### src/rtl/oisc8_ram_arbiter_if.sv
// Bus bundle between the OISC8 CPU memory unit, the secondary master and the RAM port.
// The slave modport is the arbiter's view; the master modport is the surrounding system.
interface oisc8_ram_arbiter_if #(
  parameter int unsigned AWIDTH = 24,
  parameter int unsigned DWIDTH = 16
);
  // CPU side
  logic              cpu_rd_en;
  logic              cpu_wr_en;
  logic [AWIDTH-1:0] cpu_addr;
  logic [DWIDTH-1:0] cpu_wr_data;
  logic [DWIDTH-1:0] cpu_rd_data;
  logic              cpu_stall;
  // Secondary master (DMA / boot loader) side
  logic              dma_req;
  logic              dma_we;
  logic [AWIDTH-1:0] dma_addr;
  logic [DWIDTH-1:0] dma_wr_data;
  logic              dma_gnt;
  logic              dma_rvalid;
  logic [DWIDTH-1:0] dma_rd_data;
  // RAM port
  logic              ram_rd_en;
  logic              ram_wr_en;
  logic [AWIDTH-1:0] ram_addr;
  logic [DWIDTH-1:0] ram_wr_data;
  logic [DWIDTH-1:0] ram_rd_data;

  modport slave (
    input  cpu_rd_en, cpu_wr_en, cpu_addr, cpu_wr_data,
    output cpu_rd_data, cpu_stall,
    input  dma_req, dma_we, dma_addr, dma_wr_data,
    output dma_gnt, dma_rvalid, dma_rd_data,
    output ram_rd_en, ram_wr_en, ram_addr, ram_wr_data,
    input  ram_rd_data
  );

  modport master (
    output cpu_rd_en, cpu_wr_en, cpu_addr, cpu_wr_data,
    input  cpu_rd_data, cpu_stall,
    output dma_req, dma_we, dma_addr, dma_wr_data,
    input  dma_gnt, dma_rvalid, dma_rd_data,
    input  ram_rd_en, ram_wr_en, ram_addr, ram_wr_data,
    output ram_rd_data
  );
endinterface

### src/rtl/oisc8_ram_arbiter.sv
// RAM port arbiter: CPU has fixed priority, a starvation counter forces a one-cycle CPU
// stall so the secondary master always makes progress. Grants are zero-latency.
module oisc8_ram_arbiter #(
  parameter int unsigned AWIDTH       = 24,
  parameter int unsigned DWIDTH       = 16,
  parameter int unsigned STARVE_LIMIT = 8
) (
  input logic                i_clk,
  input logic                i_rst,
  oisc8_ram_arbiter_if.slave io_bus
);

  // Counter must be at least one bit wide even when forcing is disabled.
  localparam int unsigned   CW       = (STARVE_LIMIT > 0) ? $clog2(STARVE_LIMIT + 1) : 1;
  localparam logic [CW-1:0] LIMIT    = CW'(STARVE_LIMIT);
  localparam logic [CW-1:0] LIMIT_M1 = CW'((STARVE_LIMIT > 0) ? STARVE_LIMIT - 1 : 0);
  localparam logic          FORCE_EN = (STARVE_LIMIT != 0);

  logic [CW-1:0] r_wait_cnt;
  logic          r_stall;
  logic          r_rvalid;

  logic              w_cpu_req;
  logic              w_cpu_sel;
  logic              w_dma_sel;
  logic [AWIDTH-1:0] w_addr;
  logic [DWIDTH-1:0] w_wr_data;

  // Owner selection and RAM port steering.
  always_comb begin
    w_cpu_req = io_bus.cpu_rd_en | io_bus.cpu_wr_en;
    // During a forced stall the CPU is ignored; an absent DMA request leaves the port idle.
    w_cpu_sel = ~r_stall & w_cpu_req;
    w_dma_sel = io_bus.dma_req & (r_stall | ~w_cpu_req);
    w_addr    = w_dma_sel ? io_bus.dma_addr    : io_bus.cpu_addr;
    w_wr_data = w_dma_sel ? io_bus.dma_wr_data : io_bus.cpu_wr_data;

    io_bus.ram_rd_en   = w_cpu_sel ? io_bus.cpu_rd_en : (w_dma_sel & ~io_bus.dma_we);
    io_bus.ram_wr_en   = w_cpu_sel ? io_bus.cpu_wr_en : (w_dma_sel &  io_bus.dma_we);
    io_bus.ram_addr    = w_addr;
    io_bus.ram_wr_data = w_wr_data;

    io_bus.cpu_stall   = r_stall;
    io_bus.dma_gnt     = w_dma_sel;
    // Gated by reset so a read granted just before reset never reports valid data.
    io_bus.dma_rvalid  = r_rvalid & ~i_rst;
    io_bus.dma_rd_data = io_bus.ram_rd_data;
    io_bus.cpu_rd_data = io_bus.ram_rd_data;
  end

  // Starvation counter, one-cycle forced stall and DMA read-valid pipeline.
  always_ff @(posedge i_clk) begin
    if (i_rst) begin
      r_wait_cnt <= '0;
      r_stall    <= 1'b0;
      r_rvalid   <= 1'b0;
    end else begin
      if (w_dma_sel || !io_bus.dma_req) begin
        r_wait_cnt <= '0;
      end else if (r_wait_cnt != LIMIT) begin
        r_wait_cnt <= r_wait_cnt + 1'b1;
      end
      r_stall  <= FORCE_EN & io_bus.dma_req & ~w_dma_sel & (r_wait_cnt == LIMIT_M1) & ~r_stall;
      r_rvalid <= w_dma_sel & ~io_bus.dma_we;
    end
  end

endmodule

### src/flat_wrapper.sv
// flat-port wrapper written by rule: the top's interface ports become plain ports
module oisc8_ram_arbiter_flat 
#(
  parameter int unsigned AWIDTH       = 24,
  parameter int unsigned DWIDTH       = 16,
  parameter int unsigned STARVE_LIMIT = 8
)
  (i_clk, i_rst, io_bus_cpu_rd_en, io_bus_cpu_wr_en, io_bus_cpu_addr, io_bus_cpu_wr_data, io_bus_cpu_rd_data, io_bus_cpu_stall, io_bus_dma_req, io_bus_dma_we, io_bus_dma_addr, io_bus_dma_wr_data, io_bus_dma_gnt, io_bus_dma_rvalid, io_bus_dma_rd_data, io_bus_ram_rd_en, io_bus_ram_wr_en, io_bus_ram_addr, io_bus_ram_wr_data, io_bus_ram_rd_data);
  oisc8_ram_arbiter_if #(.AWIDTH(AWIDTH), .DWIDTH(DWIDTH)) io_bus_i ();
  input logic i_clk;
  input logic i_rst;
  input wire logic [$bits(io_bus_i.cpu_rd_en)-1:0] io_bus_cpu_rd_en;
  input wire logic [$bits(io_bus_i.cpu_wr_en)-1:0] io_bus_cpu_wr_en;
  input wire logic [$bits(io_bus_i.cpu_addr)-1:0] io_bus_cpu_addr;
  input wire logic [$bits(io_bus_i.cpu_wr_data)-1:0] io_bus_cpu_wr_data;
  output wire logic [$bits(io_bus_i.cpu_rd_data)-1:0] io_bus_cpu_rd_data;
  output wire logic [$bits(io_bus_i.cpu_stall)-1:0] io_bus_cpu_stall;
  input wire logic [$bits(io_bus_i.dma_req)-1:0] io_bus_dma_req;
  input wire logic [$bits(io_bus_i.dma_we)-1:0] io_bus_dma_we;
  input wire logic [$bits(io_bus_i.dma_addr)-1:0] io_bus_dma_addr;
  input wire logic [$bits(io_bus_i.dma_wr_data)-1:0] io_bus_dma_wr_data;
  output wire logic [$bits(io_bus_i.dma_gnt)-1:0] io_bus_dma_gnt;
  output wire logic [$bits(io_bus_i.dma_rvalid)-1:0] io_bus_dma_rvalid;
  output wire logic [$bits(io_bus_i.dma_rd_data)-1:0] io_bus_dma_rd_data;
  output wire logic [$bits(io_bus_i.ram_rd_en)-1:0] io_bus_ram_rd_en;
  output wire logic [$bits(io_bus_i.ram_wr_en)-1:0] io_bus_ram_wr_en;
  output wire logic [$bits(io_bus_i.ram_addr)-1:0] io_bus_ram_addr;
  output wire logic [$bits(io_bus_i.ram_wr_data)-1:0] io_bus_ram_wr_data;
  input wire logic [$bits(io_bus_i.ram_rd_data)-1:0] io_bus_ram_rd_data;
  assign io_bus_i.cpu_rd_en = io_bus_cpu_rd_en;
  assign io_bus_i.cpu_wr_en = io_bus_cpu_wr_en;
  assign io_bus_i.cpu_addr = io_bus_cpu_addr;
  assign io_bus_i.cpu_wr_data = io_bus_cpu_wr_data;
  assign io_bus_cpu_rd_data = io_bus_i.cpu_rd_data;
  assign io_bus_cpu_stall = io_bus_i.cpu_stall;
  assign io_bus_i.dma_req = io_bus_dma_req;
  assign io_bus_i.dma_we = io_bus_dma_we;
  assign io_bus_i.dma_addr = io_bus_dma_addr;
  assign io_bus_i.dma_wr_data = io_bus_dma_wr_data;
  assign io_bus_dma_gnt = io_bus_i.dma_gnt;
  assign io_bus_dma_rvalid = io_bus_i.dma_rvalid;
  assign io_bus_dma_rd_data = io_bus_i.dma_rd_data;
  assign io_bus_ram_rd_en = io_bus_i.ram_rd_en;
  assign io_bus_ram_wr_en = io_bus_i.ram_wr_en;
  assign io_bus_ram_addr = io_bus_i.ram_addr;
  assign io_bus_ram_wr_data = io_bus_i.ram_wr_data;
  assign io_bus_i.ram_rd_data = io_bus_ram_rd_data;
  oisc8_ram_arbiter #(.AWIDTH(AWIDTH), .DWIDTH(DWIDTH), .STARVE_LIMIT(STARVE_LIMIT)) u_core (.i_clk(i_clk), .i_rst(i_rst), .io_bus(io_bus_i));
endmodule
### config.mk
export PLATFORM = sky130hd
export DESIGN_NAME = oisc8_ram_arbiter_flat
export DESIGN_NICKNAME = d
export VERILOG_FILES = /design/src/rtl/oisc8_ram_arbiter_if.sv /design/src/rtl/oisc8_ram_arbiter.sv /design/src/flat_wrapper.sv
export SDC_FILE = /design/constraint.sdc
export NUM_CORES = 1
export LEC_CHECK = 0
export CAP_MARGIN = 20
export CORE_ASPECT_RATIO = 0.8
export CORE_MARGIN = 3
export CORE_UTILIZATION = 24
export DETAILED_ROUTE_END_ITERATION = 7
export HOLD_SLACK_MARGIN = 0.06
export PLACE_DENSITY = 0.92
export SLEW_MARGIN = 20
export SYNTH_ARGS = -nofsm -noshare
export SYNTH_HDL_FRONTEND = slang
export SYNTH_SLANG_ARGS = --single-unit
### constraint.sdc
create_clock -name i_clk -period 2.05 [get_ports i_clk]
set_clock_uncertainty 0.2 [all_clocks]
set_input_delay 0.41 -clock i_clk [delete_from_list [all_inputs] [get_ports i_clk]]
set_output_delay 0.41 -clock i_clk [all_outputs]
set_load 0.005 [all_outputs]
Word level (Yosys, flattened, before mapping):

Index checks and enable logic that the tools add are counted.
Widths: inputs -> output; s select.

* bits in registers: 6
* word-level logic and storage cells: 28

* $add $sub $neg: 1
* equality and inequality tests: 2
* muxes and demuxes: 4
* bitwise operators: 15
* reductions and logical operators: 3

Operators with widths (number)
* $mux 24: 1
* $mux 16: 1
* $and 1x1->1: 8
* $not 1->1: 5
* $add 4x1->4 const B: 1
* $eq 4x3->1 const B: 1
* $ne 4x4->1 const B: 1
* $mux 1: 2
* $or 1x1->1: 2
* $reduce_or 2->1: 1
* $logic_not 1->1: 1
* $logic_or 1x1->1: 1

Longest topological paths before layout:

* depth after elaboration: 8
* gate-level depth with buffers: 5
* mapped depth without buffers: 5

Least setup slack after synthesis:

No wires, ideal clock.

* path kind: input port to output port
* start point: input port io_bus_cpu_rd_en
* end point: output port io_bus_ram_addr[0]
* data arrival time: 1.123 ns
* data required time: 1.440 ns
* path slack: 0.317 ns
* stages: 4
* buffers on the path: 1
* cells stage by stage: o21bai_4 > nand2_4 > buf_6 > mux2_4

* cells in the longest elaborated chain, start to end: 5

Ends and longest elaborated chain
* start, declared: line flat_wrapper.sv:12 `input wire logic [$bits(io_bus_i.cpu_rd_en)-1:0] io_bus_cpu_rd_en;`
* $or 1x1->1: line oisc8_ram_arbiter.sv:31 `w_cpu_req = io_bus.cpu_rd_en | io_bus.cpu_wr_en;`
* $not 1->1: line oisc8_ram_arbiter.sv:34 `w_dma_sel = io_bus.dma_req & (r_stall | ~w_cpu_req);`
* $or 1x1->1: line oisc8_ram_arbiter.sv:34
* $and 1x1->1: line oisc8_ram_arbiter.sv:34
* $mux 24: line oisc8_ram_arbiter.sv:35 `w_addr = w_dma_sel ? io_bus.dma_addr : io_bus.cpu_addr;`
* end, declared: line flat_wrapper.sv:27 `output wire logic [$bits(io_bus_i.ram_addr)-1:0] io_bus_ram_addr;`

No other way between the ends.

Final worst setup path:

* start point: register u_core.r_stall, in the netlist u_core.io_bus.cpu_stall
* end point: output port io_bus_ram_addr[18]

* cells in the longest elaborated chain, start to end: 3

Ends and longest elaborated chain
* start, declared: line oisc8_ram_arbiter.sv:20 `logic r_stall;`
* start signal, assigned: line oisc8_ram_arbiter.sv:63 `r_stall <= FORCE_EN & io_bus.dma_req & ~w_dma_sel & (r_wait_cnt == LIMIT_M1) & ~r_stall;`
* $or 1x1->1: line oisc8_ram_arbiter.sv:34
* $and 1x1->1: line oisc8_ram_arbiter.sv:34
* $mux 24: line oisc8_ram_arbiter.sv:35

No other way between the ends.

==> metrics <==
status=finished with violations; failing checks=negative setup slack; Yosys reg bits=6; min-delay worst type=reg2reg; top post-synthesis cells by area=mux2_4, buf_4, dfxtp_1, buf_6, mux2_2; share of the synthesized area in the top cell type=a little under half; wire per inst=15.36 um; Avg Inst Size Synth=10.76 um2; setup slack at placement=-688.3 ps; WP data required=1440 ps; # setup viols final=37; ANT cells=0; endpoint type of the worst setup path=output port; most frequent cells in the layout=clkdlybuf4s50_1, buf_6, mux2_4, buf_4; Worst-Skew Late Latency=about 220 ps; area fraction in compound gates after synthesis=2.932%; Design Area, Final=0.002728 mm2; TNS Setup=-2079 ps; CTS tree=done; Cell Pwr Density=roughly 300 mW/mm2; Post-Synth XOR/XNOR Area=1.466%; 1st-pass router iterations=2; DR iter-0 viols=17; fin crit share=104.2%; Num CTS Buffers=3; static leakage power=1.333 nW; Netlist cell types=24; DR vias/cell=4.189; crit path DAT=1530 ps; aggregate routed wire length=4623 um; Post-Syn Area=between 0.001 and 0.0015 mm2; DP HPWL=about 3500 um; DP Area=0.002364 mm2; actual slew at the worst max-slew pin=about 130 ps; largest net degree at the start of global routing=9; Ports=179; first-pass GRT wire length=7300 um; Yosys Warn Count=0; die area=0.005867 mm2; std cell rows=22; final worst slack=-86.29 ps; commonest non-fill, non-tap cell in the layout=clkdlybuf4s50_1; Nets=347; Max-slew headroom=between 90% and 100%; GRT Total Usage=about 15%; VDD IR max=between 300 and 400 uV; vias in the first global route=between 1000 and 1500; register area share after synthesis=between 10% and 20%; Synth Net Count=215; initial antenna violation count=0; Area Overhead vs Synth=128.3%; mux share of post-synthesis cell area=between 50% and 60%; worst-case clock buffer depth=2; DRC viols=0; die height=between 60 and 70 um; CP Class=reg2out; CTS Root Cell=clkbuf_8; unrepaired setup endpoints after global routing=yes; Die Span X=84.89 um; Adder-Cell Fraction of Synth Area=under 10%; global placement routability congestion=just under 0.8; CP Launch Type=register; MaxCap Viol Count=0; # port buffers=130; vias after detailed routing=1261; f_max=0.4681 GHz; CTS H-tree lvls=1; Critical Path Fanout Max=7; Final Hold Fails=0; initial core utilization=25.39%; Simple-Gate Fraction of Synth Area=between 7 and 8%; crit path time final=around 2100 ps; Design Power=0.0007987 W; GR Overflow Total=0; Reg clk slew, reported paths=40 ps; Clock Sinks=6; share of post-route cells with drive strength above 1=52.28%; largest family of logic cells by synthesized area=multiplexers; cell count after synthesis=~110; Pins Over Slew Limit=0; post-route ant nets=0; final core occ=~58%; Synth area leader=mux2_4; Core Area=0.004707 mm2
## cells in the mapped netlist
| cell type | number |
|---|---|
| mux2_4 | 37 |
| buf_4 | 32 |
| dfxtp_1 | 6 |
| inv_1 | 5 |
| buf_6 | 4 |
| mux2_2 | 3 |
| nor2_1 | 3 |
| ha_1 | 2 |
| nand2_1 | 2 |
| nand3_1 | 2 |
| nand3b_1 | 2 |
| a21oi_1 | 1 |
| mux2i_1 | 1 |
| nand2_4 | 1 |
| nand2b_1 | 1 |
| nor2b_1 | 1 |
| nor3_1 | 1 |
| nor3_2 | 1 |
| o21ai_0 | 1 |
| o21bai_4 | 1 |
| o22ai_1 | 1 |
| or3b_4 | 1 |
| xnor2_1 | 1 |
| xor2_1 | 1 |
## stage by stage
| step | hold WS (ps) | instances |
|---|---|---|
| finish | 289.4 | 301 |
| detailed placement | 278.1 | 272 |
| CTS | 284.8 | 304 |
| global route | 322.7 | 301 |
| floorplan | 256.9 | 111 |
| global placement | 278.4 | 272 |
## where the power goes
group / internal [W] / switching [W]
registers: 0.000119 / 0.00000186
logic: 0.000372 / 0.000125
clock network: 0.000126 / 0.0000541
total: 0.000618 / 0.000181
## cells by family (layout without fill, tap and decap cells)
family / count (synthesis) / count (layout)
adders and majority gates: 2 / 2
AOI/OAI and AO/OA: 4 / 4
and+or+nand+nor: 15 / 15
muxes: 41 / 41
buffers and inverters: 41 / 171
DFF: 6 / 6
xor gates and xnor gates: 2 / 2
## registers in the layout, summed over array words and instances (netlist names)
signal	flops
u_core.r_wait_cnt	4
u_core.io_bus.cpu_stall	1
u_core.r_rvalid	1
## cell type report
cell class                      count  area (um2)
Clock buffer                        3       41.29
Inverter                            5       18.77
Tap cell                           60       75.07
Fill cell                         408        1979
Sequential cell                     6       121.4
Timing Repair Buffer              163        1683
Multi-Input combinational cell     64       788.3
## path summary, 6_finish.rpt
path                                  end                    start  slack (ps)  cells after the start
setup / recovery      io_bus_ram_addr[18]  u_core.io_bus.cpu_stall         -90                      6
hold / removal    u_core.io_bus.cpu_stall     u_core.r_wait_cnt[2]         290                      2
setup reg to reg  u_core.io_bus.cpu_stall  u_core.io_bus.cpu_stall         490                      5
hold reg to reg   u_core.io_bus.cpu_stall     u_core.r_wait_cnt[2]         290                      2
## worst max-delay path, stage by stage (launching register included)
cell      delay, ps
dfxtp_2         310
o21bai_4        170
nand2_4         150
buf_12          140
buf_6           110
mux2_4          300
buf_6           120
## routing by layer
| layer | up-vias | share of wire [%] | GRT usage, % |
|---|---|---|---|
| met5 | - | 0 | 0 |
| met4 | 0 | 0.24 | 1.230 |
| met3 | 4 | 12 | 6.332 |
| met2 | 81 | 53 | 28.32 |
| met1 | 569 | 35 | 16.96 |
| li1 | 607 | - | - |
## timing repair
item | CTS | global route
pin swaps | 3 | 2
hold buffers | 0 | 0
setup buffers | 27 | 2
gates cloned | 2 | 0
gates resized for setup | 205 | 34
setup endpoints to repair | 44 | 43
Power figures use the tool's default switching activity.
